[src/rtl/snake_step_ctrl_pkg.sv]
// Shared definitions for the snake step sequencer.
//   dir_e     : direction codes carried on the key and step buses
//   state_e   : game state encoding, also driven on the state output
//   dir_rev() : the opposite direction (codes are arranged so xor 2 reverses)
package snake_step_ctrl_pkg;

  typedef enum logic [1:0] {
    DIR_UP    = 2'd0,
    DIR_RIGHT = 2'd1,
    DIR_DOWN  = 2'd2,
    DIR_LEFT  = 2'd3
  } dir_e;

  typedef enum logic [1:0] {
    ST_IDLE  = 2'd0,
    ST_RUN   = 2'd1,
    ST_PAUSE = 2'd2,
    ST_OVER  = 2'd3
  } state_e;

  localparam int TICK_DIV_DEF = 25_000_000;

  function automatic logic [1:0] dir_rev(input logic [1:0] d);
    return d ^ 2'd2;
  endfunction

endpackage

[src/rtl/snake_step_ctrl_dir_queue.sv]
// dir_queue: per-player 2-entry direction FIFO with a legality filter.
//   clk, rst     : clock, async active-low reset
//   flush        : empty the queue (game start)
//   pop          : step issued; head moves to the step direction (no-op if empty)
//   push,push_dir: key event; accepted only if not a duplicate/reversal of the
//                  reference direction and the queue has room after the pop
//   cur_dir      : direction currently applied to the core
//   head         : oldest queued direction
//   not_empty    : queue holds at least one entry
module dir_queue
  import snake_step_ctrl_pkg::*;
(
  input  logic       clk,
  input  logic       rst,
  input  logic       flush,
  input  logic       pop,
  input  logic       push,
  input  logic [1:0] push_dir,
  input  logic [1:0] cur_dir,
  output logic [1:0] head,
  output logic       not_empty
);

  logic [1:0][1:0] q;
  logic [1:0]      cnt, cnt_post;
  logic [1:0]      ref_dir;
  logic            pop_eff, full, accept, wr_idx;

  assign pop_eff  = pop && (cnt != 2'd0);
  assign cnt_post = cnt - {1'b0, pop_eff};

  // The tail survives a pop when two entries are held, and when one entry is
  // popped it becomes the new cur_dir, so the post-pop reference equals the
  // pre-pop tail whenever the queue is non-empty.
  assign ref_dir = (cnt == 2'd2) ? q[1] : (cnt == 2'd1) ? q[0] : cur_dir;
  assign full    = (cnt == 2'd2) && !pop_eff;
  assign accept  = push && !full && (push_dir != ref_dir)
                   && (push_dir != dir_rev(ref_dir));
  assign wr_idx  = cnt_post[0];

  assign head      = q[0];
  assign not_empty = (cnt != 2'd0);

  always_ff @(posedge clk or negedge rst) begin
    if (!rst) begin
      cnt <= 2'd0;
      q   <= '0;
    end else if (flush) begin
      cnt <= 2'd0;
    end else begin
      if (pop_eff) q[0] <= q[1];
      // Later assignment wins when a push lands in the slot just vacated.
      if (accept) q[wr_idx] <= push_dir;
      cnt <= cnt_post + {1'b0, accept};
    end
  end

endmodule

[src/rtl/snake_step_ctrl.sv]
// snake_step_ctrl: game sequencer between key decode and the snake core.
//   clk, rst              : clock, async active-low reset
//   p1_valid/p1_dir       : player-1 direction key pulse
//   p2_valid/p2_dir       : player-2 direction key pulse
//   start_key, pause_key  : start/restart and pause-toggle pulses
//   game_over             : level from the core
//   step_done             : core has applied the requested step
//   step                  : step request, held until step_done
//   step_dir1, step_dir2  : directions for the current step
//   core_clear            : one-cycle core re-initialise pulse
//   state                 : IDLE/RUN/PAUSE/OVER
module snake_step_ctrl
  import snake_step_ctrl_pkg::*;
#(
  parameter int         tick_div  = TICK_DIV_DEF,
  parameter logic [1:0] dir_init1 = 2'd1,
  parameter logic [1:0] dir_init2 = 2'd3
) (
  input  logic       clk,
  input  logic       rst,
  input  logic       p1_valid,
  input  logic [1:0] p1_dir,
  input  logic       p2_valid,
  input  logic [1:0] p2_dir,
  input  logic       start_key,
  input  logic       pause_key,
  input  logic       game_over,
  input  logic       step_done,
  output logic       step,
  output logic [1:0] step_dir1,
  output logic [1:0] step_dir2,
  output logic       core_clear,
  output logic [1:0] state
);

  localparam int NP = 2;
  localparam int CW = $clog2(tick_div);
  localparam logic [CW-1:0] CNT_MAX = CW'(tick_div - 1);

  state_e             st;
  logic [CW-1:0]      cnt;
  logic [NP-1:0]      key_vld, q_ne;
  logic [NP-1:0][1:0] key_dir, q_head, cur_dir;
  logic               clear, tick_fire;

  // Restart is honoured only from IDLE or OVER.
  assign clear     = start_key && (st == ST_IDLE || st == ST_OVER);
  // No new step once the core reports game over.
  assign tick_fire = (st == ST_RUN) && !step && !game_over && (cnt == CNT_MAX);

  assign key_vld = {p2_valid, p1_valid} & {NP{st == ST_RUN}};
  assign key_dir = {p2_dir, p1_dir};

  for (genvar i = 0; i < NP; i++) begin : g_q
    dir_queue u_q (
      .clk       (clk),
      .rst       (rst),
      .flush     (clear),
      .pop       (tick_fire),
      .push      (key_vld[i]),
      .push_dir  (key_dir[i]),
      .cur_dir   (cur_dir[i]),
      .head      (q_head[i]),
      .not_empty (q_ne[i])
    );
  end

  assign step_dir1 = cur_dir[0];
  assign step_dir2 = cur_dir[1];
  assign state     = st;

  always_ff @(posedge clk or negedge rst) begin
    if (!rst) begin
      st         <= ST_IDLE;
      step       <= 1'b0;
      core_clear <= 1'b0;
      cnt        <= '0;
      cur_dir    <= {dir_init2, dir_init1};
    end else begin
      core_clear <= 1'b0;
      // An outstanding request is released by its ack in any state.
      if (step && step_done) step <= 1'b0;

      unique case (st)
        ST_IDLE, ST_OVER: begin
          if (clear) begin
            core_clear <= 1'b1;
            cnt        <= '0;
            cur_dir    <= {dir_init2, dir_init1};
            st         <= ST_RUN;
          end
        end
        ST_RUN: begin
          if (game_over)      st <= ST_OVER;
          else if (pause_key) st <= ST_PAUSE;
          if (tick_fire) begin
            cnt  <= '0;
            step <= 1'b1;
            for (int i = 0; i < NP; i++)
              if (q_ne[i]) cur_dir[i] <= q_head[i];
          end else if (!step) begin
            cnt <= cnt + 1'b1;
          end
        end
        ST_PAUSE: begin
          if (game_over)      st <= ST_OVER;
          else if (pause_key) st <= ST_RUN;
        end
        default: st <= ST_IDLE;
      endcase
    end
  end

endmodule

[config.mk]
export PLATFORM = sky130hd
export DESIGN_NAME = snake_step_ctrl
export DESIGN_NICKNAME = d
export VERILOG_FILES = /design/src/rtl/snake_step_ctrl_pkg.sv /design/src/rtl/snake_step_ctrl_dir_queue.sv /design/src/rtl/snake_step_ctrl.sv
export SDC_FILE = /design/constraint.sdc
export NUM_CORES = 1
export LEC_CHECK = 0
export BUFFER_PORTS_ARGS = -buffer_cell sky130_fd_sc_hd__buf_2
export CELL_PAD_IN_SITES_DETAIL_PLACEMENT = 2
export CELL_PAD_IN_SITES_GLOBAL_PLACEMENT = 2
export CORE_ASPECT_RATIO = 1.2
export CORE_MARGIN = 3
export CORE_UTILIZATION = 34
export DETAILED_ROUTE_END_ITERATION = 8
export GPL_ROUTABILITY_DRIVEN = 0
export PLACE_DENSITY_LB_ADDON = 0.1
export SLEW_MARGIN = 10
export SYNTH_ARGS = -nofsm -noshare
export SYNTH_HDL_FRONTEND = slang
export SYNTH_HIERARCHICAL = 1
export SYNTH_SLANG_ARGS = --single-unit
export TNS_END_PERCENT = 5
[constraint.sdc]
create_clock -name clk -period 2.82 [get_ports clk]
set_input_delay 0.282 -clock clk [delete_from_list [all_inputs] [get_ports clk]]
set_output_delay 0.282 -clock clk [all_outputs]
set_load 0.005 [all_outputs]
==> Word-level counts from Yosys, hierarchy flattened <==
Index checks and enable logic that the tools add are counted.
{ "word_totals": {"output_inout_bits": 8, "elab_cells": 117, "register_bits": 45, "in_bits": 12} }
{ "op_classes": {"reduce_logical": 35, "n_eq_ne": 19, "n_addsub": 5, "n_lt_le_gt_ge": 4, "n_mux": 38, "bitwise_logic": 4} }
{ "ops": {"columns": ["operator", "count"], "rows": [
  ["$mux W25", 3],
  ["$pmux W25 S2", 1],
  ["$mux W2", 21],
  ["$add A25 B1 Y25 const B", 1],
  ["$eq A25 B25 Y1 const B", 1],
  ["$logic_and A1 B1 Y1", 17],
  ["$bwmux W4", 2],
  ["$eq A2 B2 Y1 const B", 4],
  ["$mux W4", 2],
  ["$ne A2 B2 Y1", 4],
  ["$pmux W4 S2", 1],
  ["$reduce_and A4 Y1", 2],
  ["$eq A2 B1 Y1 const B", 3],
  ["$logic_not A1 Y1", 6],
  ["$ne A2 B1 Y1 const B", 3],
  ["$ne A3 B3 Y1 const B", 2],
  ["$pmux W2 S3", 1],
  ["$reduce_and A3 Y1", 2],
  ["$reduce_bool A2 Y1", 3],
  ["$mux W1", 5],
  ["$add A2 B1 Y2", 2],
  ["$demux W2 S1", 2],
  ["$lt A1 B2 Y1 const B", 2],
  ["$reduce_and A2 Y1", 2],
  ["other kinds (9)", 13]
]} }

==> Depth between registers and ports, before layout <==
{ "logic_depth": {"ltp_word": 13, "ltp_mapped": 13, "mapped_depth_nobuf": 13} }

==> Hierarchy <==
The synthesis kept the hierarchy.
{ "modules_own_cells": {"columns": ["mod", "seq_area_each_um2", "cells_each", "n_inst", "area_each_um2"], "rows": [
  ["snake_step_ctrl", 829.5, 200, 1, 1784.2],
  ["dir_queue (g_q[0].u_q)", 150.1, 44, 1, 441.7],
  ["dir_queue (g_q[1].u_q)", 150.1, 43, 1, 430.4]
]} }

==> Least setup slack after synthesis <==
No wires, ideal clock.
{ "synth_timing": {"path_type": "flip-flop to flip-flop", "start": "reg st[1], in the netlist state[1]", "end": "reg g_q[1].u_q.q, in the netlist g_q[1].u_q/head[1]", "setup_ps": 71, "path_buffers": 0, "required_time_ps": 2749, "arrival_time_ps": 2934, "path_slack_ps": -184, "path_stages_with_launch": 14, "synth_period_minus_slack_ps": 3004, "path_cell_list": "dfrtp_1 > inv_1 > ha_1 > nor3b_1 > nand3_1 > nor4_1 > nand2_1 > inv_1 > ha_1 > inv_1 > nor4_1 > mux2i_1 > or3b_1 > nand4_1"} }
{ "synth_between": {"elab_chain_cells": 12, "elab_cells_between_ends": 26, "classes_between": "1 x add/sub; 2 x order compare; 2 x eq/ne; 6 x mux; 1 x bitwise; 14 x reduce/logical"} }
{ "synth_rtl": {"columns": ["item", "line_no", "text"], "rows": [
  ["from (decl)", "snake_step_ctrl.sv:40", "state_e st;"],
  ["from (signal assigned)", "snake_step_ctrl.sv:74", "st <= ST_IDLE;"],
  ["from (signal assigned)", "snake_step_ctrl.sv:90", "st <= ST_RUN;"],
  ["from (signal assigned)", "snake_step_ctrl.sv:94", "if (game_over) st <= ST_OVER;"],
  ["$eq A2 B1 Y1 (*)", "snake_step_ctrl.sv:49", "assign tick_fire = (st == ST_RUN) && !step && !game_over && (cnt == CNT_MAX);"],
  ["$logic_and A1 B1 Y1 (*) (3 in a row)", "snake_step_ctrl.sv:49", null],
  ["named net tick_fire", "snake_step_ctrl.sv:44", "logic clear, tick_fire;"],
  ["$logic_and A1 B1 Y1 (*)", "snake_step_ctrl_dir_queue.sv:29", "assign pop_eff = pop && (cnt != 2'd0);"],
  ["$sub A2 B1 Y2 / $logic_not A1 Y1 (equally long branches)", "snake_step_ctrl_dir_queue.sv:30, snake_step_ctrl_dir_queue.sv:36", null],
  ["$lt A1 B2 Y1 (not written as such), or another cell as far along", "snake_step_ctrl_dir_queue.sv:53", "if (accept) q[wr_idx] <= push_dir;"],
  ["$logic_and A1 B1 Y1 (not written as such) / $logic_not A1 Y1 (equally long branches)", "snake_step_ctrl_dir_queue.sv:53, snake_step_ctrl_dir_queue.sv:37", null],
  ["$mux W2 (not written as such) / $logic_and A1 B1 Y1 (equally long branches)", "snake_step_ctrl_dir_queue.sv:53, snake_step_ctrl_dir_queue.sv:37", null],
  ["$demux W2 S1 / $logic_and A1 B1 Y1 (equally long branches)", null, null],
  ["$bwmux W4 / $logic_and A1 B1 Y1 (equally long branches)", "snake_step_ctrl_dir_queue.sv:53, snake_step_ctrl_dir_queue.sv:38", null],
  ["$mux W2 (*)", "snake_step_ctrl_dir_queue.sv:53", null],
  ["to (signal, indexed assignment)", "snake_step_ctrl_dir_queue.sv:53", null],
  ["to (decl)", "snake_step_ctrl_dir_queue.sv:24", "logic [1:0][1:0] q;"]
]} }
Mark *: on every way through the listed nets, which the timed path passes. The rest lies on a longest branch. The select of a mux whose other input is x is not followed.
A chain may end at the register's enable or synchronous reset.

==> Worst setup path in the final report <==
Same ends and word-level chain as after synthesis.

==> results.ini <==
[grt]
grt_pass1_wl_um = 12500
grt-ovfl-total = 0
grt_pass1_vias = 2534
antenna_found_initial = 0
track_usage_pct = 18.3
grt_max_degree = 36

[sta]
final_max_slew_viol_count = 0
fin_skew_ps = 10.9
max_freq_mhz = 370
period_needed_ps = 2700
rsz0062_at_grt = yes
finalCritPeriodShare_pct = 95.9
fin_ws_ps = 116
slew_headroom_pct = 43.6
setup_violations = 0
hold_viol_final = 0
worst_slew_pin_slew_ps = 846

[floorplanning]
chipWidth_um = 86.7
ioPinCount = 20
rows = 34
die_y_um = 103
coreArea_um2 = 7400
design.die.area_um2 = 8910
start_util_pct = 35.9

[placement]
dp_hpwl_um = 5700
place.port_buffers = 19
pre_cts_ws_ps = -89.2
numPlacedInstances = 413

[route]
routed_wirelength_um = 7540
drtPass1Iterations = 3
vias = 2269
drc = 0
postRouteAntennaNets = 0
wl_per_cell_um = 17.9
drt_iter0_drc = 38
viasPerCell = 5.38

[critical_path]
worst-setup-path-type = reg2reg
critPathLaunchType = flip-flop
critPathRequiredTime_ps = 3070
worst-r2r-cell-count = 13
end_kind = flip-flop
rrSetupSlack_ps = 120
arrival_ps = 2950
path_max_fanout = 5

[synth]
synth-edff-count = 0
syn-num-nets = 306
syn_area_per_cell_um2 = 9.26
synth.distinct_cells = 48
synthFlopType = dfrtp_1
netlist_instances = 287
synth-async-reset-ratio_pct = 100
yosys-top-cells-area = dfrtp_1 (40%), xnor2_1 (4.9%), nand2_1 (3.8%)
synth_top_cell_area_share_pct = 39.6
synth.largest_area_cell = dfrtp_1
synth-warning-count = 6
syn-cell-area_um2 = 2660
ys_ff_latch = 45
seq_area_frac_synth_pct = 42.5

[layout]
synthToLayoutAreaGrowth_pct = 22.3
final_cells = 422
antennaDiodeCount = 0
nNetsFinal = 350
nFillCells = 845
drive_gt1_share_pct = 26.5
finish.utilization_pct = 43.9

[pwr]
seq_power_share_pct = 34.8
power.total_mw = 2.52
vdd_ir_drop_max_uv = 347
powerDensity_nw_per_um2 = 776
power_frac_comb_pct = 44.9
p_switching_mw = 0.995
switching_share_pct = 39.4
internal-power_mw = 1.53
p_clk_share_pct = 20.2
leakagePower_nw = 1.39

[clock_tree]
clock-sinks = 45
clkTransAtPathRegs_ps = 100
cts_buffer_depth = 2
cts_buffers = 5
insertion_delay_ps = 310
root_buffer = clkbuf_8
cts_htree_levels = 2
cts_hold_buf = 0
tritoncts = yes

[worst_hold_path]
hp-class = in2async

[flow_run]
maxCapViolations = 0

[run_status]
outcome = completed

==> placed cells by master, fill, tap and decap left out, types with 3 or more instances in the layout <==
cell	count
a21o_1	4
or3_1	5
nor2b_1	3
nand2b_1	3
dfrtp_1	42
nor3_1	11
ha_1	4
dfstp_2	3
inv_1	18
buf_2	19
o22a_1	4
o21ai_0	13
a21oi_1	15
nand4_1	5
nor2_1	19
or2_2	4
mux2_1	4
nand2_1	26
buf_4	31
xnor2_1	15
nor4_1	6
and2_1	8
mux2i_1	5
clkbuf_8	5
inv_2	3
nand3_1	12
and4_1	3
==> per-stage QoR <==
step                hold WS [ps]  instance area [um2]  TNS, ps
global placement             440                 3040        0
global route                 108                 3250     -142
finish                      59.7                 3250        0
CTS                         83.6                 3170        0
detailed placement           443                 3040     -175
floorplan                  -13.6                 2670        0
==> cell usage after synthesis, types with 2 or more instances <==
master	number
and4_1	3
nand3_1	13
o21ai_0	13
nor4_1	9
dfstp_2	3
dfrtp_1	42
ha_1	7
mux2i_1	6
nand2b_1	3
nor3b_1	4
clkbuf_1	5
nor3_1	11
a21o_1	4
mux2_1	4
buf_2	4
buf_4	4
or4_1	2
o22ai_1	2
nand2_1	27
and2_1	8
nor2b_1	3
inv_1	21
a21oi_1	15
or3_1	5
o311ai_1	2
nor2_1	19
o22a_1	4
xnor2_1	15
xor2_1	3
nand4_1	5
or2_2	4
==> layer usage <==
metal	track usage (%)	part of all wire (%)
met2	35.5	56
met4	5.76	1.1
met1	20.5	41
met3	2.56	1.8
met5	0	0
==> final timing paths <==
path	startpoint	end
worst max-delay path	state[1]	g_q[1].u_q/head[1]
worst min-delay path	rst	cnt[8]
worst max register to register	state[1]	g_q[1].u_q/head[1]
worst min register to register	g_q[1].u_q/q[3]	g_q[1].u_q/q[3]
max in group asynchronous	rst	cnt[4]
min in group clk	p2_dir[1]	g_q[1].u_q/q[3]
==> registers in the layout, indices dropped and copies added, names as in the netlist <==
signal,cells
state,2
g_q.u_q/cnt,4
step,1
cnt,25
step_dir1,2
g_q.u_q/q,4
core_clear,1
step_dir2,2
g_q.u_q/head,4
==> cells by family (layout without fill, tap and decap cells) <==
logic type / after synthesis / count (layout) / synth area share (%)
and+or+nand+nor: 123 / 123 / 25.2
AOI/OAI and AO/OA: 46 / 46 / 11.1
DFF: 45 / 45 / 42.5
buffers and inverters: 34 / 79 / 5.56
xor gates and xnor gates: 19 / 19 / 6.55
muxes: 13 / 13 / 5.75
adders and majority gates: 7 / 7 / 3.30
==> worst max-delay path, stage by stage, from the launching register on <==
cell and delay (ps):
dfrtp_1 430, inv_1 70, ha_1 160, nor3b_4 200
nand3_2 130, nor4_4 320, nand2_1 130, inv_2 100
ha_4 150, inv_2 50, nor4_4 270, mux2i_2 170
or3b_1 380, nand4_1 90
==> what timing repair did <==
| action | 4_1_cts | 5_1_grt |
|---|---|---|
| setup endpoints to repair | 2 | 10 |
| hold endpoints to repair | 0 | 0 |
| buffers inserted | 0 | 1 |
| pin swaps | 0 | 4 |
| resized for setup | 3 | 14 |
==> final cells by class <==
class / count / area, um2 / share of cell area [%]
flip-flops and latches: 45 / 1130 / 34.8
clock inverters: 3 / 46.3 / 1.43
multi-input cells: 208 / 1480 / 45.7
clock buffers: 5 / 68.8 / 2.12
repair buffers: 50 / 328 / 10.1
inverters: 21 / 78.8 / 2.43
well taps: 90 / 113 / 3.47
==> power groups by stage <==
stage / sequential, mW / clock (mW) / combinational, mW
after floorplan: 0.869 / 0 / 0.779
after global placement: 0.886 / 0 / 1.07
after detailed placement: 0.890 / 0 / 1.10
after CTS: 0.879 / 0.537 / 1.13
after global routing: 0.903 / 0.555 / 1.29
final: 0.878 / 0.511 / 1.13
Power figures use the tool's default switching activity.
